==> src/rtl/ahbl_uart_tx.sv <==
// AHB-Lite transmit-only UART (8N1, LSB first) with a transmit FIFO and a
// programmable baud prescaler. Zero-wait-state slave; registers at [3:2]:
// DATA, STATUS, PRESC, reserved.
module ahbl_uart_tx #(
   parameter int unsigned FIFO_DEPTH  = 8,
   parameter logic [15:0] PRESC_RESET = 16'd433
) (
   input  logic        HCLK,
   input  logic        HRESET,
   input  logic [31:0] HADDR,
   input  logic [1:0]  HTRANS,
   input  logic [2:0]  HSIZE,
   input  logic        HWRITE,
   input  logic        HREADY,
   input  logic        HSEL,
   input  logic [31:0] HWDATA,
   output logic        HREADYOUT,
   output logic [31:0] HRDATA,
   output logic        TX,
   output logic        IRQ
);

   localparam int unsigned PtrW = $clog2(FIFO_DEPTH);
   localparam int unsigned CntW = PtrW + 1;

   typedef enum logic [1:0] {StIdle, StStart, StData, StStop} state_e;

   // Bus capture
   logic       addr_valid;
   logic       wr_q, rd_q;
   logic [1:0] addr_q;

   // Register-mapped state
   logic [15:0] presc_q;
   logic        overflow_q;

   // FIFO
   logic [7:0]      mem_q [FIFO_DEPTH];
   logic [PtrW-1:0] wptr_q, rptr_q;
   logic [CntW-1:0] count_q, count_d;
   logic            full, empty, push, push_ok, pop;

   // Transmitter
   state_e      state_q, state_d;
   logic [15:0] baud_q, baud_d;
   logic [2:0]  bit_q, bit_d;
   logic [7:0]  shift_q, shift_d;
   logic        tx;
   logic        busy;

   logic [31:0] cnt_ext;
   logic [3:0]  cnt_field;
   logic [31:0] status;

   logic unused_bits;
   assign unused_bits = ^{HSIZE, HADDR[31:4], HADDR[1:0], HTRANS[0], HWDATA[31:16]};

   assign addr_valid = HSEL & HTRANS[1] & HREADY;
   assign HREADYOUT  = 1'b1;

   // Register address phase; cleared whenever no qualified transfer is presented
   always_ff @(posedge HCLK or posedge HRESET) begin
      if (HRESET) begin
         wr_q   <= 1'b0;
         rd_q   <= 1'b0;
         addr_q <= 2'd0;
      end else begin
         wr_q   <= addr_valid & HWRITE;
         rd_q   <= addr_valid & ~HWRITE;
         addr_q <= addr_valid ? HADDR[3:2] : 2'd0;
      end
   end

   assign push    = wr_q && (addr_q == 2'd0);
   assign full    = (count_q == CntW'(FIFO_DEPTH));
   assign empty   = (count_q == '0);
   // A pop frees a slot in the same cycle, so a push to a full FIFO still lands
   assign push_ok = push && (!full || pop);

   // Data-phase register writes and sticky overflow flag
   always_ff @(posedge HCLK or posedge HRESET) begin
      if (HRESET) begin
         presc_q    <= PRESC_RESET;
         overflow_q <= 1'b0;
      end else begin
         if (wr_q && (addr_q == 2'd2)) presc_q <= HWDATA[15:0];
         if (push && !push_ok) begin
            overflow_q <= 1'b1;
         end else if (wr_q && (addr_q == 2'd1) && HWDATA[7]) begin
            overflow_q <= 1'b0;
         end
      end
   end

   // FIFO storage; contents are meaningless once the pointers are reset
   always_ff @(posedge HCLK) begin
      if (push_ok) mem_q[wptr_q] <= HWDATA[7:0];
   end

   // FIFO occupancy next-state
   always_comb begin
      count_d = count_q;
      unique case ({push_ok, pop})
         2'b10:   count_d = count_q + CntW'(1);
         2'b01:   count_d = count_q - CntW'(1);
         default: count_d = count_q;
      endcase
   end

   // FIFO pointers and count
   always_ff @(posedge HCLK or posedge HRESET) begin
      if (HRESET) begin
         wptr_q  <= '0;
         rptr_q  <= '0;
         count_q <= '0;
      end else begin
         if (push_ok) wptr_q <= wptr_q + PtrW'(1);
         if (pop)     rptr_q <= rptr_q + PtrW'(1);
         count_q <= count_d;
      end
   end

   // Transmitter state register
   always_ff @(posedge HCLK or posedge HRESET) begin
      if (HRESET) begin
         state_q <= StIdle;
         baud_q  <= 16'd0;
         bit_q   <= 3'd0;
         shift_q <= 8'd0;
      end else begin
         state_q <= state_d;
         baud_q  <= baud_d;
         bit_q   <= bit_d;
         shift_q <= shift_d;
      end
   end

   // Transmitter next-state and serial output; each bit lasts PRESC+1 cycles
   always_comb begin
      state_d = state_q;
      baud_d  = baud_q;
      bit_d   = bit_q;
      shift_d = shift_q;
      pop     = 1'b0;
      tx      = 1'b1;
      unique case (state_q)
         StIdle: begin
            if (!empty) begin
               pop     = 1'b1;
               shift_d = mem_q[rptr_q];
               baud_d  = presc_q;
               state_d = StStart;
            end
         end
         StStart: begin
            tx = 1'b0;
            if (baud_q == 16'd0) begin
               baud_d  = presc_q;
               bit_d   = 3'd0;
               state_d = StData;
            end else begin
               baud_d = baud_q - 16'd1;
            end
         end
         StData: begin
            tx = shift_q[0];
            if (baud_q == 16'd0) begin
               baud_d  = presc_q;
               shift_d = shift_q >> 1;
               if (bit_q == 3'd7) begin
                  state_d = StStop;
               end else begin
                  bit_d = bit_q + 3'd1;
               end
            end else begin
               baud_d = baud_q - 16'd1;
            end
         end
         StStop: begin
            if (baud_q == 16'd0) begin
               // Chain straight into the next frame when data is waiting
               if (!empty) begin
                  pop     = 1'b1;
                  shift_d = mem_q[rptr_q];
                  baud_d  = presc_q;
                  state_d = StStart;
               end else begin
                  state_d = StIdle;
               end
            end else begin
               baud_d = baud_q - 16'd1;
            end
         end
         default: state_d = StIdle;
      endcase
   end

   assign busy = (state_q != StIdle);
   assign TX   = tx;
   assign IRQ  = (empty && !busy) || overflow_q;

   // Status word; count field saturates at 4 bits
   always_comb begin
      cnt_ext   = 32'(count_q);
      cnt_field = (cnt_ext > 32'd15) ? 4'hF : cnt_ext[3:0];
      status    = {24'd0, overflow_q, cnt_field, busy, empty, full};
   end

   // Read data for the captured address; zero outside a read data phase
   always_comb begin
      HRDATA = 32'd0;
      if (rd_q) begin
         unique case (addr_q)
            2'd1:    HRDATA = status;
            2'd2:    HRDATA = {16'd0, presc_q};
            default: HRDATA = 32'd0;
         endcase
      end
   end

endmodule

==> config.mk <==
export PLATFORM = sky130hd
export DESIGN_NAME = ahbl_uart_tx
export DESIGN_NICKNAME = d
export VERILOG_FILES = /design/src/rtl/ahbl_uart_tx.sv
export SDC_FILE = /design/constraint.sdc
export NUM_CORES = 1
export LEC_CHECK = 0
export BUFFER_PORTS_ARGS = -buffer_cell sky130_fd_sc_hd__buf_2
export CAP_MARGIN = 20
export CORE_ASPECT_RATIO = 0.9
export CORE_UTILIZATION = 42
export DETAILED_ROUTE_END_ITERATION = 12
export PLACE_DENSITY = 0.62
export SYNTH_ARGS = -nofsm -noshare
export SYNTH_HDL_FRONTEND = slang
export SYNTH_SLANG_ARGS = --single-unit
==> constraint.sdc <==
create_clock -name HCLK -period 2.75 [get_ports HCLK]
set_input_delay 0.1375 -clock HCLK [delete_from_list [all_inputs] [get_ports HCLK]]
set_output_delay 0.1375 -clock HCLK [all_outputs]
set_load 0.05 [all_outputs]
==> key figures <==
Hold path
  • Class of the worst hold path: input port to register

STA
  • Worst Hold Slack: 0.00954 ns
  • Final hold viol count: 0
  • Part of the cycle the worst path needs: 0.927
  • Highest achievable clock rate: 392 MHz
  • Actual slew at the worst max-slew pin: 0.823 ns
  • Time the worst path needs with I/O delays and setup: 2.55 ns
  • Tightest slew margin relative to the limit: 0.451
  • Setup total negative slack: 0 ns
  • Clock skew: 0.00536 ns
  • Number of max-slew violations in the final report: 0
  • Setup violators final: 0

Detailed routing
  • Initial DRC count: 311
  • Routed Antenna Nets: 0
  • Total number of vias: 4588
  • DRT Wirelength: 14700 um
  • Routed wire per std cell: 17.3 um
  • Count of TritonRoute iterations in the first routing pass: 5
  • DRC violation count after routing: 0
  • Vias per cell: 5.42

Clocking
  • Root cell of the clock tree: sky130_fd_sc_hd__clkbuf_16
  • Worst-skew pair later-pin latency: 0.42 ns
  • Number of buffers added by the clock tree synthesis step: 17
  • Number of sinks handled by clock tree synthesis: 124
  • Maximum buffer depth of the clock tree: 2
  • Clock transition at the register clock pins on the worst setup and hold paths after CTS: 0.06 ns
  • TritonCTS clock tree: done
  • CTS HTree Levels: 4

Logic synthesis
  • Number of distinct library cell variants in the gate-level netlist after synthesis: 67
  • Proportion of netlist area held by the largest area contributor: 0.299
  • Total standard cell area after synthesis: 0.00642 mm^2
  • Yosys warning count: 0
  • Most instantiated flip-flop cell in the synthesis netlist: sky130_fd_sc_hd__edfxtp_1
  • Yosys top cell by area: sky130_fd_sc_hd__edfxtp_1
  • Average footprint of a synthesized cell: 11.7 um^2
  • Async set-reset flop share out of synthesis: 0.484
  • Number of standard cells after synthesis: 548
  • Top area cells in the synthesized netlist: sky130_fd_sc_hd__edfxtp_1 30%, sky130_fd_sc_hd__dfrtp_1 21%, sky130_fd_sc_hd__mux4_2 5.6%
  • Register area share after synthesis: 0.534
  • Count of flip-flops with a built-in enable after synthesis: 64
  • Post-synthesis sequential element count: 124

Cells and area
  • Layout cells sized above 1: 0.284
  • Post-route core utilization: 0.523
  • Post-route cell area: 0.00775 mm^2
  • Nets: 727
  • Layout Area Growth over Synthesis: 20.8%
  • Number of inserted diodes: 0

Die
  • Initial core utilization: 0.433
  • I/O Pins: 109
  • Cell row count: 42
  • Core region area: 0.0148 mm^2
  • Die footprint: 0.0158 mm^2
  • DIE HEIGHT: 119 um
  • Die Span X: 132 um

Worst setup path
  • Endpoint of the most critical register-to-register path: cnt_field[3]$_DFFE_PP0P_
  • R2R Path Start: state_q[0]$_DFFE_PP0P_
  • Critical-path maximum fanout: 6
  • Data arrival time at the worst-slack endpoint: 2.88 ns
  • Crit end category: register
  • Cell depth of the worst flop-to-flop path: 13
  • Source of the critical timing path: state_q[0]$_DFFE_PP0P_
  • Critical-path cell list: inv_2, ha_2, nor2b_2, nand2_1, o21ai_2, nand2_2, inv_2, ha_1, a211oi_2, nor2_1, nor3_1, mux2i_1, o221ai_1
  • Master of the slowest instance on the critical path: sky130_fd_sc_hd__dfrtp_1
  • Maximum single-stage delay on the critical path: 0.45 ns
  • Most frequent cell on the critical path: sky130_fd_sc_hd__inv_2
  • Setup crit start kind: register
  • End point of the critical path: cnt_field[3]$_DFFE_PP0P_
  • Path type of the worst setup path: register to register
  • Reg-to-reg slack, setup: 0.20 ns
  • Data required time of the worst path: 3.08 ns

Global routing
  • Maximum number of pins on one net before global-route repair: 61
  • Global-route wire length before repair: 24000 um
  • Via count of the first global-routing pass: 4546
  • Overall overflow remaining after global route: 0
  • Total GRT Usage: 0.199
  • Initial antenna violation count: 0

Place
  • Placed wire-length estimate: 10200 um
  • GP Congestion: 0.876
  • Count of port buffers added during placement: 41
  • Cell area reported after detailed placement: 0.00700 mm^2

Power
  • Leakage power total: 3.24 nW
  • Worst vdd rail ir drop: 0.511 mV
  • P per Cell Area: 1060 mW/mm^2
  • Post-route total power: 8.25 mW

Run status
  • Result of the run: completed

Job
  • Maximum Capacitance Violations: 0
-- kinds of logic after synthesis --
| family | after synthesis | share of synthesized area |
|---|---|---|
| simple gates | 185 | 0.144 |
| flops | 124 | 0.534 |
| compound gates | 96 | 0.104 |
| buf+inv | 59 | 0.0483 |
| mux | 52 | 0.116 |
| fa+ha+maj | 17 | 0.0343 |
| xor+xnor | 13 | 0.0177 |
| other cells | 2 | 0.00117 |
-- how the worst min path moves through the flow --
stage	slack (ns)	depth (start not counted)	to	start
global placement	0.30	2	rd_q$_DFF_PP0_	HWRITE
floorplan	0.20	1	rd_q$_DFF_PP0_	HWRITE
detailed placement	0.31	2	rd_q$_DFF_PP0_	HWRITE
global route	0.02	1	mem_q[1][4]$_DFFE_PP_	HWDATA[4]
CTS	0.004	1	mem_q[7][4]$_DFFE_PP_	HWDATA[4]
finish	0.01	1	mem_q[7][4]$_DFFE_PP_	HWDATA[4]
-- layout by cell type, fill, tap and decap left out, drive strengths merged, types with 6 or more instances in the layout --
cell type,instances
buf,87
nand2,75
edfxtp,64
dfrtp,55
nor2,43
o21ai,32
mux2,20
inv,19
conb,17
clkbuf,17
mux2i,16
mux4,16
ha,16
a21oi,14
nor3,12
dlygate4sd3,12
a22oi,10
and3,10
xor2,7
and2,6
xnor2,6
a22o,6
o41ai,6
clkinv,6
-- cell usage after synthesis, types with 3 or more instances --
| library cell | instances |
|---|---|
| sky130_fd_sc_hd__nand2_1 | 75 |
| sky130_fd_sc_hd__edfxtp_1 | 64 |
| sky130_fd_sc_hd__dfrtp_1 | 55 |
| sky130_fd_sc_hd__nor2_1 | 43 |
| sky130_fd_sc_hd__mux2_2 | 19 |
| sky130_fd_sc_hd__o21ai_1 | 19 |
| sky130_fd_sc_hd__buf_4 | 18 |
| sky130_fd_sc_hd__ha_1 | 16 |
| sky130_fd_sc_hd__mux2i_1 | 16 |
| sky130_fd_sc_hd__mux4_2 | 16 |
| sky130_fd_sc_hd__a21oi_1 | 14 |
| sky130_fd_sc_hd__inv_1 | 14 |
| sky130_fd_sc_hd__buf_2 | 13 |
| sky130_fd_sc_hd__nor3_1 | 12 |
| sky130_fd_sc_hd__o21ai_0 | 12 |
| sky130_fd_sc_hd__a22oi_1 | 10 |
| sky130_fd_sc_hd__and3_1 | 10 |
| sky130_fd_sc_hd__clkbuf_1 | 10 |
| sky130_fd_sc_hd__xor2_1 | 7 |
| sky130_fd_sc_hd__a22o_1 | 6 |
| sky130_fd_sc_hd__and2_1 | 6 |
| sky130_fd_sc_hd__xnor2_1 | 6 |
| sky130_fd_sc_hd__dfstp_2 | 5 |
| sky130_fd_sc_hd__o31ai_1 | 5 |
| sky130_fd_sc_hd__o41ai_1 | 5 |
| sky130_fd_sc_hd__nor2b_1 | 4 |
| sky130_fd_sc_hd__or3_1 | 4 |
| sky130_fd_sc_hd__a21o_1 | 3 |
| sky130_fd_sc_hd__buf_1 | 3 |
| sky130_fd_sc_hd__nand2b_1 | 3 |
| sky130_fd_sc_hd__nand3_1 | 3 |
| sky130_fd_sc_hd__nand4_1 | 3 |
| sky130_fd_sc_hd__o2bb2ai_1 | 3 |
-- timing repair --
| action | in CTS | in global routing |
|---|---|---|
| pin swaps | 0 | 7 |
| setup endpoints to repair | 1 | 1 |
| resized for setup | 1 | 11 |
| setup buffers | 0 | 2 |
| hold buffers | 12 | 0 |
| endpoints found under the hold margin | 67 | 0 |
-- sequential cells by signal, indices dropped and copies added, names as in the netlist --
name and cells:
mem_q 64, wr_q 1, baud_q 16, state_q 2
presc_q 16, addr_q 2, rptr_q 3, overflow_q 1
shift_q 8, rd_q 1, bit_q 3, wptr_q 3
cnt_field 4
-- worst max-delay path, delay by kind of cell (launching register included) --
kind            cells  cell delay (ns)
fa+ha+maj           2             0.57
buf+inv             2             0.15
compound gates      3             0.62
flops               1             0.45
mux                 1             0.09
simple gates        5             0.58
-- routing by layer --
| layer | GRT usage | up-vias | routed length (um) |
|---|---|---|---|
| met5 | 0 | - | 0 |
| met4 | 0.0740 | 0 | 202 |
| met3 | 0.0404 | 18 | 730 |
| met2 | 0.300 | 156 | 6620 |
| met1 | 0.284 | 2245 | 7090 |
| li1 | - | 2169 | - |
-- power by group --
part	switching, mW	internal (mW)
logic	1.85	1.53
registers	0.366	2.27
clock network	0.875	1.35
-- through the flow --
step | instances | setup slack [ns]
final | 847 | 0.201
after CTS | 845 | 0.0590
after detailed placement | 801 | -0.0366
after global placement | 801 | 0.0478
after floorplan | 563 | 0.0538
after global routing | 847 | -0.000370
-- layout make-up --
cell class / count / area [um^2]
flip-flops and latches: 124 / 3430
well taps: 198 / 248
clock buffers: 17 / 425
multi-input cells: 380 / 2770
clock inverters: 15 / 161
inverters: 14 / 52.6
repair buffers: 99 / 671
fillers: 1257 / 7070
No activity file was read; power rests on OpenSTA's default activity.
